<file path="config.mk">
export PLATFORM = sky130hd
export DESIGN_NAME = imem_uart_loader
export DESIGN_NICKNAME = d
export VERILOG_FILES = /design/src/rtl/imem_uart_loader_pkg.sv /design/src/rtl/uart_rx_byte.sv /design/src/rtl/imem_uart_loader.sv
export SDC_FILE = /design/constraint.sdc
export NUM_CORES = 1
export LEC_CHECK = 0
export ABC_AREA = 1
export ABC_CLOCK_PERIOD_IN_PS = 3000
export CORE_MARGIN = 5
export CORE_UTILIZATION = 54
export CTS_BUF_LIST = sky130_fd_sc_hd__clkbuf_16
export CTS_CLUSTER_DIAMETER = 50
export CTS_CLUSTER_SIZE = 30
export DETAILED_ROUTE_END_ITERATION = 10
export GPL_ROUTABILITY_DRIVEN = 0
export PLACE_DENSITY_LB_ADDON = 0.25
export SLEW_MARGIN = 30
export SYNTH_ARGS = -nofsm -noshare
export SYNTH_HDL_FRONTEND = slang
export SYNTH_SLANG_ARGS = --single-unit
</file>
<file path="constraint.sdc">
create_clock -name CLK -period 3 [get_ports CLK]
set_input_delay 0.6 -clock CLK [delete_from_list [all_inputs] [get_ports CLK]]
set_output_delay 0.6 -clock CLK [all_outputs]
set_load 0.02 [all_outputs]
</file>
<file path="src/rtl/imem_uart_loader_pkg.sv">
// Shared definitions for the UART instruction-memory boot loader.
// State encodings, frame header and error codes.
package imem_uart_loader_pkg;

    typedef enum logic [2:0] {
        S_IDLE,
        S_CNT_HI,
        S_CNT_LO,
        S_DATA,
        S_CHK,
        S_DONE,
        S_ERR
    } ld_state_e;

    typedef enum logic [1:0] {
        RX_IDLE,
        RX_START,
        RX_DATA,
        RX_STOP
    } rx_state_e;

    localparam logic [7:0] HDR_BYTE    = 8'hA5;

    localparam logic [2:0] ERR_NONE    = 3'd0;
    localparam logic [2:0] ERR_FRAME   = 3'd1;
    localparam logic [2:0] ERR_SIZE    = 3'd2;
    localparam logic [2:0] ERR_CHK     = 3'd3;
    localparam logic [2:0] ERR_TIMEOUT = 3'd4;

    // Rounded clock-per-bit divisor, never below 8.
    function automatic int calc_div(input int clk_hz, input int baud);
        int d;
        d = (clk_hz + baud / 2) / baud;
        return (d < 8) ? 8 : d;
    endfunction

endpackage

</file>
<file path="src/rtl/uart_rx_byte.sv">
// 8N1 UART receiver: synchroniser, start-bit glitch filter,
// mid-bit sampling, one-cycle byte / framing-error pulses.
module uart_rx_byte
    import imem_uart_loader_pkg::*;
#(
    parameter int DIV = 16
) (
    input  logic       CLK,
    input  logic       RST,
    input  logic       rx,
    output logic [7:0] byte_o,
    output logic       byte_valid_o,
    output logic       frame_err_o
);

    localparam int CW = $clog2(DIV + 1);
    localparam logic [CW-1:0] HALF = CW'(DIV / 2 - 1);
    localparam logic [CW-1:0] FULL = CW'(DIV - 1);

    rx_state_e      st_q, st_d;
    logic [CW-1:0]  cnt_q, cnt_d;
    logic [2:0]     bit_q, bit_d;
    logic [7:0]     sh_q, sh_d;
    logic           s1_q, s2_q, s3_q;
    logic           vld_q, vld_d;
    logic           fe_q, fe_d;
    logic           fall;
    logic           tick;

    assign fall = s3_q & ~s2_q;
    assign tick = (cnt_q == ((st_q == RX_START) ? HALF : FULL));

    // Synchroniser, edge history and receiver state registers.
    always_ff @(posedge CLK or negedge RST) begin
        if (!RST) begin
            s1_q  <= 1'b1;
            s2_q  <= 1'b1;
            s3_q  <= 1'b1;
            st_q  <= RX_IDLE;
            cnt_q <= '0;
            bit_q <= '0;
            sh_q  <= '0;
            vld_q <= 1'b0;
            fe_q  <= 1'b0;
        end else begin
            s1_q  <= rx;
            s2_q  <= s1_q;
            s3_q  <= s2_q;
            st_q  <= st_d;
            cnt_q <= cnt_d;
            bit_q <= bit_d;
            sh_q  <= sh_d;
            vld_q <= vld_d;
            fe_q  <= fe_d;
        end
    end

    // Bit timing: re-check start at half bit, then sample every DIV.
    always_comb begin
        st_d  = st_q;
        cnt_d = cnt_q + 1'b1;
        bit_d = bit_q;
        sh_d  = sh_q;
        vld_d = 1'b0;
        fe_d  = 1'b0;
        unique case (st_q)
            RX_IDLE: begin
                cnt_d = '0;
                if (fall) st_d = RX_START;
            end
            RX_START: begin
                if (tick) begin
                    cnt_d = '0;
                    bit_d = '0;
                    st_d  = s2_q ? RX_IDLE : RX_DATA;
                end
            end
            RX_DATA: begin
                if (tick) begin
                    cnt_d = '0;
                    sh_d  = {s2_q, sh_q[7:1]};
                    bit_d = bit_q + 1'b1;
                    if (bit_q == 3'd7) st_d = RX_STOP;
                end
            end
            RX_STOP: begin
                if (tick) begin
                    cnt_d = '0;
                    st_d  = RX_IDLE;
                    vld_d = s2_q;
                    fe_d  = ~s2_q;
                end
            end
            default: st_d = RX_IDLE;
        endcase
    end

    assign byte_o       = sh_q;
    assign byte_valid_o = vld_q;
    assign frame_err_o  = fe_q;

endmodule

</file>
<file path="src/rtl/imem_uart_loader.sv">
// Boot loader: UART frame -> instruction memory writes,
// holds the CPU in reset until a checksum-verified image is in.
module imem_uart_loader
    import imem_uart_loader_pkg::*;
#(
    parameter int CLK_HZ       = 100000000,
    parameter int BAUD         = 115200,
    parameter int ADDR_W       = 10,
    parameter int TIMEOUT_BITS = 64
) (
    input  logic              CLK,
    input  logic              RST,
    input  logic              uart_rx_i,
    output logic              im_we_o,
    output logic [ADDR_W-1:0] im_addr_o,
    output logic [31:0]       im_wdata_o,
    output logic              cpu_hold_o,
    output logic              busy_o,
    output logic              done_o,
    output logic              err_o,
    output logic [2:0]        err_code_o
);

    localparam int DIV    = calc_div(CLK_HZ, BAUD);
    localparam int TO_CYC = TIMEOUT_BITS * DIV;
    localparam int TO_W   = $clog2(TO_CYC);
    localparam logic [TO_W-1:0] TO_LAST = TO_W'(TO_CYC - 1);
    localparam logic [15:0] MAX_WORDS = 16'(2 ** ADDR_W);

    logic [7:0]        rx_byte;
    logic              bv;
    logic              fe;

    ld_state_e         st_q, st_d;
    logic [15:0]       cnt_q, cnt_d;
    logic [ADDR_W-1:0] addr_q, addr_d;
    logic [31:0]       word_q, word_d;
    logic [7:0]        xor_q, xor_d;
    logic [1:0]        bidx_q, bidx_d;
    logic [TO_W-1:0]   to_q, to_d;
    logic              we_q, we_d;
    logic              done_q, done_d;
    logic              err_q, err_d;
    logic [2:0]        code_q, code_d;
    logic              hold_q, hold_d;
    logic              busy;
    logic              last_word;
    logic [15:0]       cnt_full;

    uart_rx_byte #(.DIV(DIV)) u_rx (
        .CLK          (CLK),
        .RST          (RST),
        .rx           (uart_rx_i),
        .byte_o       (rx_byte),
        .byte_valid_o (bv),
        .frame_err_o  (fe)
    );

    assign busy      = (st_q == S_CNT_HI) || (st_q == S_CNT_LO) ||
                       (st_q == S_DATA)   || (st_q == S_CHK);
    assign last_word = ((16'(addr_q) + 16'd1) == cnt_q);
    assign cnt_full  = {cnt_q[15:8], rx_byte};

    // Loader state register; outputs are registered copies.
    always_ff @(posedge CLK or negedge RST) begin
        if (!RST) begin
            st_q   <= S_IDLE;
            cnt_q  <= '0;
            addr_q <= '0;
            word_q <= '0;
            xor_q  <= '0;
            bidx_q <= '0;
            to_q   <= '0;
            we_q   <= 1'b0;
            done_q <= 1'b0;
            err_q  <= 1'b0;
            code_q <= ERR_NONE;
            hold_q <= 1'b1;
        end else begin
            st_q   <= st_d;
            cnt_q  <= cnt_d;
            addr_q <= addr_d;
            word_q <= word_d;
            xor_q  <= xor_d;
            bidx_q <= bidx_d;
            to_q   <= to_d;
            we_q   <= we_d;
            done_q <= done_d;
            err_q  <= err_d;
            code_q <= code_d;
            hold_q <= hold_d;
        end
    end

    // Frame parsing, word assembly, checksum and timeout.
    always_comb begin
        st_d   = st_q;
        cnt_d  = cnt_q;
        addr_d = addr_q;
        word_d = word_q;
        xor_d  = xor_q;
        bidx_d = bidx_q;
        to_d   = '0;
        we_d   = 1'b0;
        done_d = done_q;
        err_d  = err_q;
        code_d = code_q;
        hold_d = hold_q;
        if (busy) to_d = to_q + 1'b1;
        if (we_q) begin
            if (last_word) st_d = S_CHK;
            else addr_d = addr_q + 1'b1;
        end
        unique case (st_q)
            S_IDLE, S_DONE, S_ERR: begin
                if (bv && rx_byte == HDR_BYTE) begin
                    st_d   = S_CNT_HI;
                    cnt_d  = '0;
                    addr_d = '0;
                    xor_d  = '0;
                    bidx_d = '0;
                    done_d = 1'b0;
                    err_d  = 1'b0;
                    code_d = ERR_NONE;
                    hold_d = 1'b1;
                end
            end
            S_CNT_HI: begin
                if (bv) begin
                    cnt_d = {rx_byte, 8'h00};
                    st_d  = S_CNT_LO;
                end
            end
            S_CNT_LO: begin
                if (bv) begin
                    cnt_d = cnt_full;
                    if (cnt_full > MAX_WORDS) begin
                        st_d   = S_ERR;
                        err_d  = 1'b1;
                        code_d = ERR_SIZE;
                    end else if (cnt_full == 16'd0) begin
                        st_d = S_CHK;
                    end else begin
                        st_d = S_DATA;
                    end
                end
            end
            S_DATA: begin
                if (bv) begin
                    word_d = {word_q[23:0], rx_byte};
                    xor_d  = xor_q ^ rx_byte;
                    bidx_d = bidx_q + 1'b1;
                    we_d   = (bidx_q == 2'd3);
                end
            end
            S_CHK: begin
                if (bv) begin
                    if (rx_byte == xor_q) begin
                        st_d   = S_DONE;
                        done_d = 1'b1;
                        hold_d = 1'b0;
                    end else begin
                        st_d   = S_ERR;
                        err_d  = 1'b1;
                        code_d = ERR_CHK;
                    end
                end
            end
            default: st_d = S_IDLE;
        endcase
        if (busy && fe) begin
            st_d   = S_ERR;
            err_d  = 1'b1;
            code_d = ERR_FRAME;
            we_d   = 1'b0;
        end else if (busy && !bv && to_q == TO_LAST) begin
            st_d   = S_ERR;
            err_d  = 1'b1;
            code_d = ERR_TIMEOUT;
        end
        if (bv) to_d = '0;
    end

    assign im_we_o    = we_q;
    assign im_addr_o  = addr_q;
    assign im_wdata_o = word_q;
    assign cpu_hold_o = hold_q;
    assign busy_o     = busy;
    assign done_o     = done_q;
    assign err_o      = err_q;
    assign err_code_o = code_q;

endmodule

</file>
==> flow_summary.ini <==
[run_status]
status = finished clean

[synth]
syn_area_per_cell_um2 = 7.95
synth_compound_area_share_pct = 9.19
synthCells = 738
syn_nets = 747
yosys.area_share.simple_pct = 28.8
ys_warn_count = 0
synth_adder_area_share_pct = 1.28
ys_seq_area_share_pct = 52.1
ys_types = 37
synth_mux_area_share_pct = 0.192
synthXorXnorAreaFrac_pct = 1.94
netlist_area_mm2 = 0.00587
synth_top_family_by_area = simple AND/OR/NAND/NOR gates
ys_seq_elements = 122

[route]
routed-wl-met3_um = 740
drt_iter0_drc = 430
drt-vias-per-instance = 5.42
ant_nets = 0
vias = 5158
wl_per_cell_um = 14.1
drt-total-wl_um = 13400
top_layer = met4
post-route-drc-count = 0
wl_met1_um = 6040
drtPass1Iterations = 5
wl_met2_um = 6340

[setup_path]
rrSetupSlack_ps = 470
worstSetupEndpointType = output port
crit_slowest_cell = clkdlybuf4s50_1
cp_max_fo = 7
cp-start-kind = register
path_cells = nor2_1 > nand2_1 > inv_2 > nor2_4 > inv_1 > clkdlybuf4s50_1
worstReg2RegStart = im_addr_o[0]$_DFF_PN0_
slowest_delay_ps = 610
worst-path-buf-inv = 3
cp.required_ps = 2400
worst_path_dominant_cell_family = buffers and inverters
reg2reg_to = im_addr_o[8]$_DFF_PN0_
critPathArrivalTime_ps = 2080
r2r_cells = 13
crit_type = reg2out

[global_routing]
grtUsageTotal_pct = 22.0
grt_pass1_vias = 4960
overflow = 0
antenna_found_initial = 0
grt_pass1_wl_um = 23200
grt_max_degree = 72

[clock_tree]
cts_num_sinks = 122
ctsHtreeMaxLevel = 4
root_buffer = clkbuf_16
clockBufferDepth = 2
clock_latency_ps = 420
cts_buffers = 17
cts_setup_buffers = 0
path_clk_slew_ps = 60
cts_hold_buffers = 0
cts_resized = 0
cts_tree = done

[final_layout]
fill_cells = 891
mostFrequentLayoutCells = 226 x nand2_1, 118 x dfrtp_1, 77 x inv_1
drive_gt1_share_pct = 8.00
antenna_cells = 0
area.growth.synth_to_final_pct = 22.4
finalNonFillerCells = 952
final_cell_area_mm2 = 0.00719
final_common_cell = nand2_1
fin_nets = 808

[die]
design.portCount = 53
die_x_um = 114
start_util_pct = 54.6
core-area_mm2 = 0.0107
placementRows = 38
die_height_um = 114
die_area_mm2 = 0.0131

[sta]
tightest_slew_ps = 761
final.setup_skew_ps = 11.0
fmax_mhz = 373
period_share_pct = 89.3
setup_tns_ps = 0
period_needed_ps = 2680
relSlewSlack_pct = 49.2
finalHoldViolCount = 0
setup_ws_ps = 320
holdWs_ps = 52.5
grt_setup_unrepaired = no
drv_slew = 0
setup_violations = 0

[place]
dpl-instance-area_mm2 = 0.00655
hpwl_um = 9580
dp_slack_ps = 571
place_inst = 920
port_buffers = 52

[job]
cap_violations = 0

[power_and_ir_drop]
power_density_mw_per_mm2 = 562
ir_worst_vdd_v = 0.000307
p_leak_uw = 0.00344

[hold_path]
worstHoldPathType = in2async
==> kinds of logic (layout without fill, tap and decap cells) <==
family / after synthesis / count (layout)
simple gates: 398 / 398
flops: 122 / 122
compound gates: 99 / 99
buf+inv: 99 / 173
xor+xnor: 13 / 13
fa+ha+maj: 6 / 6
mux: 1 / 1
==> report_power, final <==
part / switching, uW / total, uW / internal [uW]
Clock: 776 / 2180 / 1400
Combinational: 107 / 152 / 45.1
Sequential: 33.1 / 1710 / 1670
Total: 915 / 4040 / 3120
==> cell usage after synthesis <==
cell type	instances	share of area (%)
xnor2_1	5	0.75
nor3_2	2	0.34
mux2_2	1	0.19
clkbuf_1	10	0.64
o211ai_1	1	0.13
o21ai_0	43	3.7
inv_1	76	4.9
o21ai_1	13	1.1
dfrtp_1	118	50
a211oi_1	1	0.13
inv_2	7	0.45
o211ai_2	1	0.21
a21oi_2	1	0.15
nor2_4	1	0.19
nor2_8	1	0.34
nand3_1	65	5.5
o31ai_1	6	0.77
o21ai_2	1	0.15
buf_2	5	0.43
and3_1	1	0.11
xor2_1	8	1.2
nand2_1	226	14
nand2_2	2	0.21
buf_4	1	0.13
ha_1	6	1.3
o21bai_1	1	0.13
nor4_1	6	0.64
nor3b_1	2	0.26
dfstp_2	4	1.8
nor2_2	5	0.53
nor2_1	64	4.1
o2111ai_1	1	0.15
nor3_1	16	1.4
a31oi_1	1	0.11
o22ai_1	1	0.11
nand4_1	7	0.75
a21oi_1	28	2.4
==> metal layers <==
| layer | GRT usage, % | vias up |
|---|---|---|
| li1 | - | 2520 |
| met1 | 29.6 | 2424 |
| met2 | 34.5 | 185 |
| met3 | 4.65 | 29 |
| met4 | 9.42 | 0 |
| met5 | 0 | - |
==> cell type report <==
type | count | area, um2 | share of cell area (%)
Inverter | 83 | 312 | 4.33
Clock inverter | 15 | 209 | 2.91
Multi-Input combinational cell | 517 | 2430 | 33.9
Tap cell | 140 | 175 | 2.44
Clock buffer | 17 | 425 | 5.92
Sequential cell | 122 | 3060 | 42.5
Timing Repair Buffer | 58 | 576 | 8.01
==> state kept, by name, summed over array words and instances (netlist names), 8 cells and up, named ones only <==
signal,count
cnt_q,16
im_wdata_o,32
xor_q,8
u_rx.cnt_q,10
u_rx.byte_o,8
im_addr_o,10
to_q,16
==> how the worst max path moves through the flow <==
stage	from	endpoint	slack (ps)	cells past startpoint
finish	st_q[0]$_DFF_PN0_	busy_o	320	6
global route	im_addr_o[0]$_DFF_PN0_	im_addr_o[2]$_DFF_PN0_	210	13
CTS	st_q[0]$_DFF_PN0_	busy_o	330	6
detailed placement	im_addr_o[0]$_DFF_PN0_	im_addr_o[7]$_DFF_PN0_	570	12
global placement	im_addr_o[0]$_DFF_PN0_	im_addr_o[7]$_DFF_PN0_	730	12
floorplan	im_addr_o[0]$_DFF_PN0_	im_addr_o[3]$_DFF_PN0_	1010	12
==> worst register-to-register path, cell delays in order, from the launching register on <==
cell      delay [ps]
dfrtp_1          420
ha_1             290
nand2_1          130
o21bai_1         200
nand2_1          100
nand2_1           70
nand2_1           50
nor3_1           250
nand3_1          130
nand2_1          360
inv_2            170
nand2_1          100
nand2_1           50
a21oi_1          160
==> through the flow <==
stage | utilization [%] | total power, uW
floorplan | - | 1820
global placement | 61.0 | 1890
detailed placement | 61.0 | 1890
CTS | 66.9 | 4080
global route | 66.9 | 4200
finish | 66.9 | 4040
Note: power is estimated with default switching activity, not from simulation.
